[config.mk]
export PLATFORM = sky130hd
export DESIGN_NAME = matmul_loader
export DESIGN_NICKNAME = d
export VERILOG_FILES = /design/src/rtl/matmul_loader.sv
export SDC_FILE = /design/constraint.sdc
export NUM_CORES = 1
export LEC_CHECK = 0
export CAP_MARGIN = 20
export CORE_ASPECT_RATIO = 1.1
export CORE_MARGIN = 8
export CORE_UTILIZATION = 40
export CTS_BUF_LIST = sky130_fd_sc_hd__clkbuf_2
export DETAILED_ROUTE_END_ITERATION = 8
export PLACE_DENSITY = 0.67
export SYNTH_ARGS = -nofsm -noshare
export SYNTH_HDL_FRONTEND = slang
export SYNTH_SLANG_ARGS = --single-unit
[constraint.sdc]
create_clock -name i_clk -period 3.95 [get_ports i_clk]
set_clock_uncertainty 0.05 [all_clocks]
set_input_delay 0.5925 -clock i_clk [delete_from_list [all_inputs] [get_ports i_clk]]
set_output_delay 0.5925 -clock i_clk [all_outputs]
set_load 0.005 [all_outputs]
[src/rtl/matmul_loader.sv]
// Serial loader for the 3x3 matrix multiplier: assembles A then B (row-major), fires the trigger and waits for completion.
// Optional build macro MATMUL_LOADER_KEEP_B_EN adds i_keep_b to reuse the previously loaded B.
module matmul_loader #(
    parameter int unsigned DATA_W       = 7,
    parameter int unsigned WAIT_TIMEOUT = 15
) (
    input  logic                        i_clk,
    input  logic                        i_rst,
    input  logic [DATA_W-1:0]           i_data,
    input  logic                        i_valid,
    output logic                        o_accept,
    input  logic                        i_mm_ready,
`ifdef MATMUL_LOADER_KEEP_B_EN
    input  logic                        i_keep_b,
`endif
    output logic                        o_trigger,
    output logic [2:0][2:0][DATA_W-1:0] o_a,
    output logic [2:0][2:0][DATA_W-1:0] o_b,
    output logic                        o_done,
    output logic                        o_err
);

    localparam int unsigned K_W    = 4;
    localparam int unsigned LAST_K = 8;
    localparam int unsigned T_W    = $clog2(WAIT_TIMEOUT + 1);

    typedef enum logic [2:0] {
        LOAD_A  = 3'd0,
        LOAD_B  = 3'd1,
        FIRE    = 3'd2,
        WAIT_LO = 3'd3,
        WAIT_HI = 3'd4
    } state_t;

    state_t           state_q;
    state_t           state_d;
    logic [K_W-1:0]   k_q;
    logic [K_W-1:0]   k_d;
    logic [T_W-1:0]   tcnt_q;
    logic [T_W-1:0]   tcnt_d;
    logic             trigger_d;
    logic             done_d;
    logic             err_d;
    logic             wr_a;
    logic             wr_b;
    logic             keep_b;
    logic [1:0]       row;
    logic [1:0]       col;

`ifdef MATMUL_LOADER_KEEP_B_EN
    assign keep_b = i_keep_b;
`else
    assign keep_b = 1'b0;
`endif

    // Element index k -> [row][col] of the matrix being loaded
    always_comb begin
        row = 2'(k_q / K_W'(3));
        col = 2'(k_q % K_W'(3));
    end

    // Next-state, handshake and registered-output next values
    always_comb begin
        state_d   = state_q;
        k_d       = k_q;
        tcnt_d    = tcnt_q;
        trigger_d = 1'b0;
        done_d    = 1'b0;
        err_d     = o_err;
        wr_a      = 1'b0;
        wr_b      = 1'b0;
        o_accept  = 1'b0;

        unique case (state_q)
            LOAD_A: begin
                o_accept = 1'b1;
                if (i_valid) begin
                    wr_a = 1'b1;
                    if (k_q == K_W'(LAST_K)) begin
                        k_d     = '0;
                        state_d = keep_b ? FIRE : LOAD_B;
                    end else begin
                        k_d = k_q + K_W'(1);
                    end
                end
            end
            LOAD_B: begin
                o_accept = 1'b1;
                if (i_valid) begin
                    wr_b = 1'b1;
                    if (k_q == K_W'(LAST_K)) begin
                        k_d     = '0;
                        state_d = FIRE;
                    end else begin
                        k_d = k_q + K_W'(1);
                    end
                end
            end
            FIRE: begin
                if (i_mm_ready) begin
                    trigger_d = 1'b1;
                    tcnt_d    = '0;
                    state_d   = WAIT_LO;
                end
            end
            WAIT_LO: begin
                // Multiplier must drop ready to show it took the job
                if (!i_mm_ready) begin
                    state_d = WAIT_HI;
                end else begin
                    tcnt_d = tcnt_q + T_W'(1);
                    if (tcnt_d == T_W'(WAIT_TIMEOUT)) begin
                        err_d   = 1'b1;
                        k_d     = '0;
                        state_d = LOAD_A;
                    end
                end
            end
            WAIT_HI: begin
                if (i_mm_ready) begin
                    done_d  = 1'b1;
                    k_d     = '0;
                    state_d = LOAD_A;
                end
            end
            default: begin
                k_d     = '0;
                state_d = LOAD_A;
            end
        endcase
    end

    // Control state and pulse outputs
    always_ff @(posedge i_clk) begin
        if (i_rst) begin
            state_q   <= LOAD_A;
            k_q       <= '0;
            tcnt_q    <= '0;
            o_trigger <= 1'b0;
            o_done    <= 1'b0;
            o_err     <= 1'b0;
        end else begin
            state_q   <= state_d;
            k_q       <= k_d;
            tcnt_q    <= tcnt_d;
            o_trigger <= trigger_d;
            o_done    <= done_d;
            o_err     <= err_d;
        end
    end

    // Matrix storage; elements persist across jobs until overwritten
    always_ff @(posedge i_clk) begin
        if (i_rst) begin
            o_a <= '0;
            o_b <= '0;
        end else begin
            if (wr_a) o_a[row][col] <= i_data;
            if (wr_b) o_b[row][col] <= i_data;
        end
    end

endmodule

==> run metrics, run 1 <==
FFs w/ async S/R, synth=0; drc violations=0; Pleak=a little over 3 nW; die area=between 0.015 and 0.02 mm²; Min-Delay Path Class=in2reg; cell row count=46; Design Area, Final=about 0.0076 mm²; Synth-to-Final Area Change=30.8%; gp weighted congestion=a little under 0.8; largest net degree at the start of global routing=86; max-slew violations=0; Slew HR=0.505; Final min period=about 3.5 ns; Worst IR Drop VDD=0.165 mV; simple logic cell fraction of the synthesized area=0.224; final hold vios=0; Mapped Area=slightly below 0.006 mm²; H-tree Lvls=4; Unique masters post-synth=42; number of global-route vias before repair=4600; IO Pins=roughly 140; ANT cells=0; final WL=~16000 µm; width of the die=about 130 µm; Hold Crit Depth=2; critical path fanouts, max=9; hold slack=around 0.33 ns; CP endpoint kind=flip-flop; die span in y=143 µm; EDFF count, synth=0; Starting Density=0.407; CTS tree=done; Final Util=0.533; # nets final=710; Synth Flop Type=dfxtp_1; syn_nets=between 500 and 600; via count=approximately 4300; Placed Cells=864; number of hold buffers added after CTS=0; number of setup buffers added after CTS=0; DR vias/cell=4.86; Startpoint Class=flip-flop; Synth Area in Compound Gates=0.0321; DP Area=~0.0074 mm²; Slew @ Worst Pin=0.737 ns; status=finished clean; RSZ-0062 raised after global routing=no; pwr dens=around 330 mW/mm²; crit path DAT=approximately 4 ns; post-synthesis mux area share=0.222; post_cts resized=0; Total GRT Usage=0.170; CTS buffer count=17; sequential element share of the synthesized area=0.480; Crit path required time=between 4 and 5 ns; Synth Area in XOR/XNOR=0; GR Overflow Total=0; Clock Path Buffers=2; Syn Area/Cell=roughly 10 µm²; first-pass GRT wire length=roughly 25000 µm; Place WS=roughly 0.28 ns; CTS Root Cell=clkbuf_2; number of DRC markers in iteration 0=between 200 and 300; Synth Register Bits=between 100 and 150; setup TNS=0 ns; Post-Synthesis Cells=560; combinational family with the most area after synthesis=simple AND/OR/NAND/NOR gates; clk slew on worst S/H paths=0.18 ns; Post-Synth Adder-Cell Area=0.0171; latest clock arrival within the worst-skew pair=0.68 ns; R2R depth=11; final cell count without fillers=894; setup ws final=0.483 ns; PortBufs=140; Setup Crit Path Kind=reg2reg; area of the core=between 0.01 and 0.015 mm²; Yosys warnings=0; # fillers=about 1300; initial antenna violation count=0; Final Power=about 2.5 mW; final worst path period share=0.878; fmax=between 200 and 300 MHz; post-route ant nets=0; final setup violation count=0; max cap viols=0; share of layout cells above drive strength 1=0.0798; drt wl/cell=about 17 µm; Sink Count=140; Detail Placement HPWL=approximately 11000 µm; TritonRoute pass-1 iters=4
## sequential cells by signal (all words and copies together), names as in the netlist
register   cells
o_a           63
o_b           63
k_q            4
tcnt_q         4
state_q        3
o_done         1
o_err          1
o_trigger      1
## final timing paths
path | slack, ns | start | endpoint
hold / removal | 0.33 | i_rst | tcnt_q[0]
setup / recovery | 0.48 | k_q[3] | o_a[13]
hold reg to reg | 0.44 | o_a[54] | o_a[54]
setup reg to reg | 0.48 | k_q[3] | o_a[13]
## per-layer routing
layer	part of all wire	track usage	wire length, µm
met1	0.46	0.204	7150
met2	0.45	0.268	6960
met3	0.077	0.0689	1200
met4	0.017	0.0630	260
met5	0	0	0
## worst max-delay path: stages (launching register included)
cell and delay (ns):
dfxtp_1 0.44, and2b_1 0.25, ha_1 0.19, inv_1 0.05
ha_1 0.28, nor2b_1 0.19, a221oi_2 0.09, ha_1 0.28
a21oi_4 0.49, mux2i_1 0.55, nand2_2 0.29, mux2i_1 0.18
## synthesized netlist by cell type (all sizes together) (4+ instances only)
| cell | number | area share |
|---|---|---|
| dfxtp | 140 | 0.48 |
| mux2i | 129 | 0.22 |
| nand2b | 95 | 0.10 |
| nor2 | 52 | 0.034 |
| clkbuf | 25 | 0.016 |
| nand2 | 23 | 0.020 |
| a21oi | 14 | 0.013 |
| nor2b | 10 | 0.011 |
| ha | 8 | 0.017 |
| inv | 8 | 0.0051 |
| nor3 | 7 | 0.0060 |
| nor4 | 6 | 0.022 |
| o21ai | 5 | 0.0043 |
| buf | 4 | 0.0041 |
| nand3 | 4 | 0.0034 |
| or2 | 4 | 0.0043 |
## report_power, final
part | internal, mW | switching, mW | total [mW]
registers | 1.43 | 0.0114 | 1.44
logic | 0.0732 | 0.0983 | 0.171
clock network | 0.404 | 0.505 | 0.909
## final cells by class
class,instances,area [µm²],share of cell area
multi-input cells,383,2900,0.379
flip-flops and latches,140,2800,0.367
repair buffers,141,1410,0.184
well taps,192,240,0.0315
clock inverters,13,175,0.0229
clock buffers,17,85.1,0.0111
inverters,8,30.0,0.00393
## layout by cell type (no fill, tap or decap), types with 4 or more instances in the layout
master and n:
dfxtp_1 140, clkdlybuf4s50_1 139, mux2i_1 128, nand2b_1 95, nor2_1 51, clkbuf_2 17, a21oi_1 13, nand2_2 12
nand2_1 11, nor2b_1 10, inv_1 8, ha_1 8, nor3_1 7, nor4_4 6, nand3_1 4, bufinv_16 4
## kinds of logic after synthesis
kind of cell | Yosys count
multiplexers | 129
adder cells (fa/ha/maj) | 8
flip-flops | 140
buffers and inverters | 37
AND/OR/NAND/NOR | 217
AO/OA/AOI/OAI | 29
(Power assumes the default switching activity.)
==> run 2, diff against run 1 <==
--- a/config.mk
+++ b/config.mk
@@ -5,13 +5,13 @@
 export SDC_FILE = /design/constraint.sdc
 export NUM_CORES = 1
 export LEC_CHECK = 0
-export CAP_MARGIN = 20
 export CORE_ASPECT_RATIO = 1.1
 export CORE_MARGIN = 8
 export CORE_UTILIZATION = 40
 export CTS_BUF_LIST = sky130_fd_sc_hd__clkbuf_2
 export DETAILED_ROUTE_END_ITERATION = 8
 export PLACE_DENSITY = 0.67
+export REMOVE_ABC_BUFFERS = 1
 export SYNTH_ARGS = -nofsm -noshare
 export SYNTH_HDL_FRONTEND = slang
 export SYNTH_SLANG_ARGS = --single-unit
==> run metrics, run 2 (synthesized netlist as in run 1, its figures left out) <==
status=finished clean; most frequent cells in the layout=dfxtp_1 (140), clkdlybuf4s50_1 (139), mux2i_1 (128); Clock Path Buffers=2; Slew @ Worst Pin=0.743 ns; largest net degree at the start of global routing=90; CP endpoint kind=flip-flop; number of global-route vias before repair=4516; Detail Placement HPWL=11000 µm; pwr dens=322 mW/mm²; Final min period=3.51 ns; TritonRoute pass-1 iters=4; largest registers=o_a x63, o_b x63; drc violations=0; Startpoint Class=flip-flop; setup TNS=0 ns; Hold Crit Depth=2; Worst IR Drop VDD=between 0.2 and 0.25 mV; die span in y=between 100 and 150 µm; fmax=285 MHz; area of the core=roughly 0.014 mm²; initial antenna violation count=0; PortBufs=140; Worst R2R End=o_a[53]; R2R depth=11; number of DRC markers in iteration 0=roughly 220; drt wl/cell=between 15 and 20 µm; final hold vios=0; first-pass GRT wire length=~25000 µm; cell row count=46; hold path endpoint=o_a[31]; final worst path period share=0.889; max cap viols=0; CTS buffer count=17; Min-Delay Path Class=in2reg; Starting Density=0.407; GR Overflow Total=0; crit path DAT=4.01 ns; Synth-to-Final Area Change=30.7%; most common cell after layout, fill and taps aside=dfxtp_1; die area=~0.019 mm²; Pleak=a little over 3 nW; final WL=about 15000 µm; width of the die=131 µm; H-tree Lvls=4; max-slew violations=0; Placed Cells=866; gp weighted congestion=0.789; CTS Root Cell=clkbuf_2; share of layout cells above drive strength 1=0.0851; Total GRT Usage=0.164; Sink Count=140; clk slew on worst S/H paths=between 0.15 and 0.2 ns; number of setup buffers added after CTS=0; IO Pins=around 140; worst r2r src=k_q[3]; DR vias/cell=about 4.9; Crit path required time=approximately 4.5 ns; Setup Crit Path Kind=reg2reg; CTS tree=done; # nets final=about 700; Slew HR=0.501; final cell count without fillers=around 900; hold_sp=i_rst; hold slack=between 0.4 and 0.5 ns; critical path fanouts, max=9; latest clock arrival within the worst-skew pair=0.68 ns; # fillers=roughly 1300; Reg2Reg Setup Slack=about 0.44 ns; via count=4419; final setup violation count=0; post-route ant nets=0; RSZ-0062 raised after global routing=no
## run 2: report_power, final
group          leakage, nW  total, mW  internal (mW)  switching, mW
Clock                0.143      0.843          0.345          0.498
Sequential            1.13       1.44           1.43         0.0112
Combinational         1.84      0.172         0.0743         0.0975
## run 2: metrics by stage
| step | worst slack (ns) | power [mW] | cell area, µm² | util |
|---|---|---|---|---|
| finish | 0.440 | 2.45 | 7630 | 0.533 |
| global placement | 0.333 | 1.64 | 7380 | 0.515 |
| detailed placement | 0.221 | 1.64 | 7380 | 0.515 |
| CTS | 0.186 | 2.49 | 7620 | 0.532 |
| floorplan | 0.722 | 1.55 | 5720 | - |
| global route | 0.125 | 2.58 | 7630 | 0.532 |
## run 2: how the worst max path moves through the flow
stage	start	end	slack, ns
6_report	k_q[3]	o_a[53]	0.44
5_1_grt	k_q[3]	o_a[53]	0.12
4_1_cts	k_q[3]	o_a[53]	0.19
3_5_place_dp	k_q[3]	o_a[53]	0.22
3_3_place_gp	k_q[3]	o_a[50]	0.33
2_1_floorplan	k_q[3]	o_a[10]	0.72
## run 2: cell type report
class	count	area [µm²]	area share
multi-input cells	383	2900	0.379
flip-flops and latches	140	2800	0.367
repair buffers	143	1420	0.186
well taps	192	240	0.0315
clock inverters	13	150	0.0197
clock buffers	18	90.1	0.0118
inverters	8	30.0	0.00393
diodes	1	2.50	0.000328
## run 2: critical path: stages (launching register included)
cell	delay, ns
dfxtp_1	0.45
and2b_1	0.25
ha_1	0.19
inv_1	0.05
ha_1	0.27
nor2b_1	0.19
a221oi_2	0.09
ha_1	0.28
a21oi_4	0.47
mux2i_1	0.59
nand2_2	0.30
mux2i_1	0.19
## run 2: routing by layer
metal,GRT usage,share of wire
met4,0.0624,0.023
met3,0.0664,0.071
met1,0.194,0.45
met5,0,0
met2,0.261,0.46
## run 2: repair_timing
item	4_1_cts	5_1_grt
hold buffers	0	0
gates resized for setup	0	1
hold endpoints to repair	0	0
setup endpoints to repair	0	28
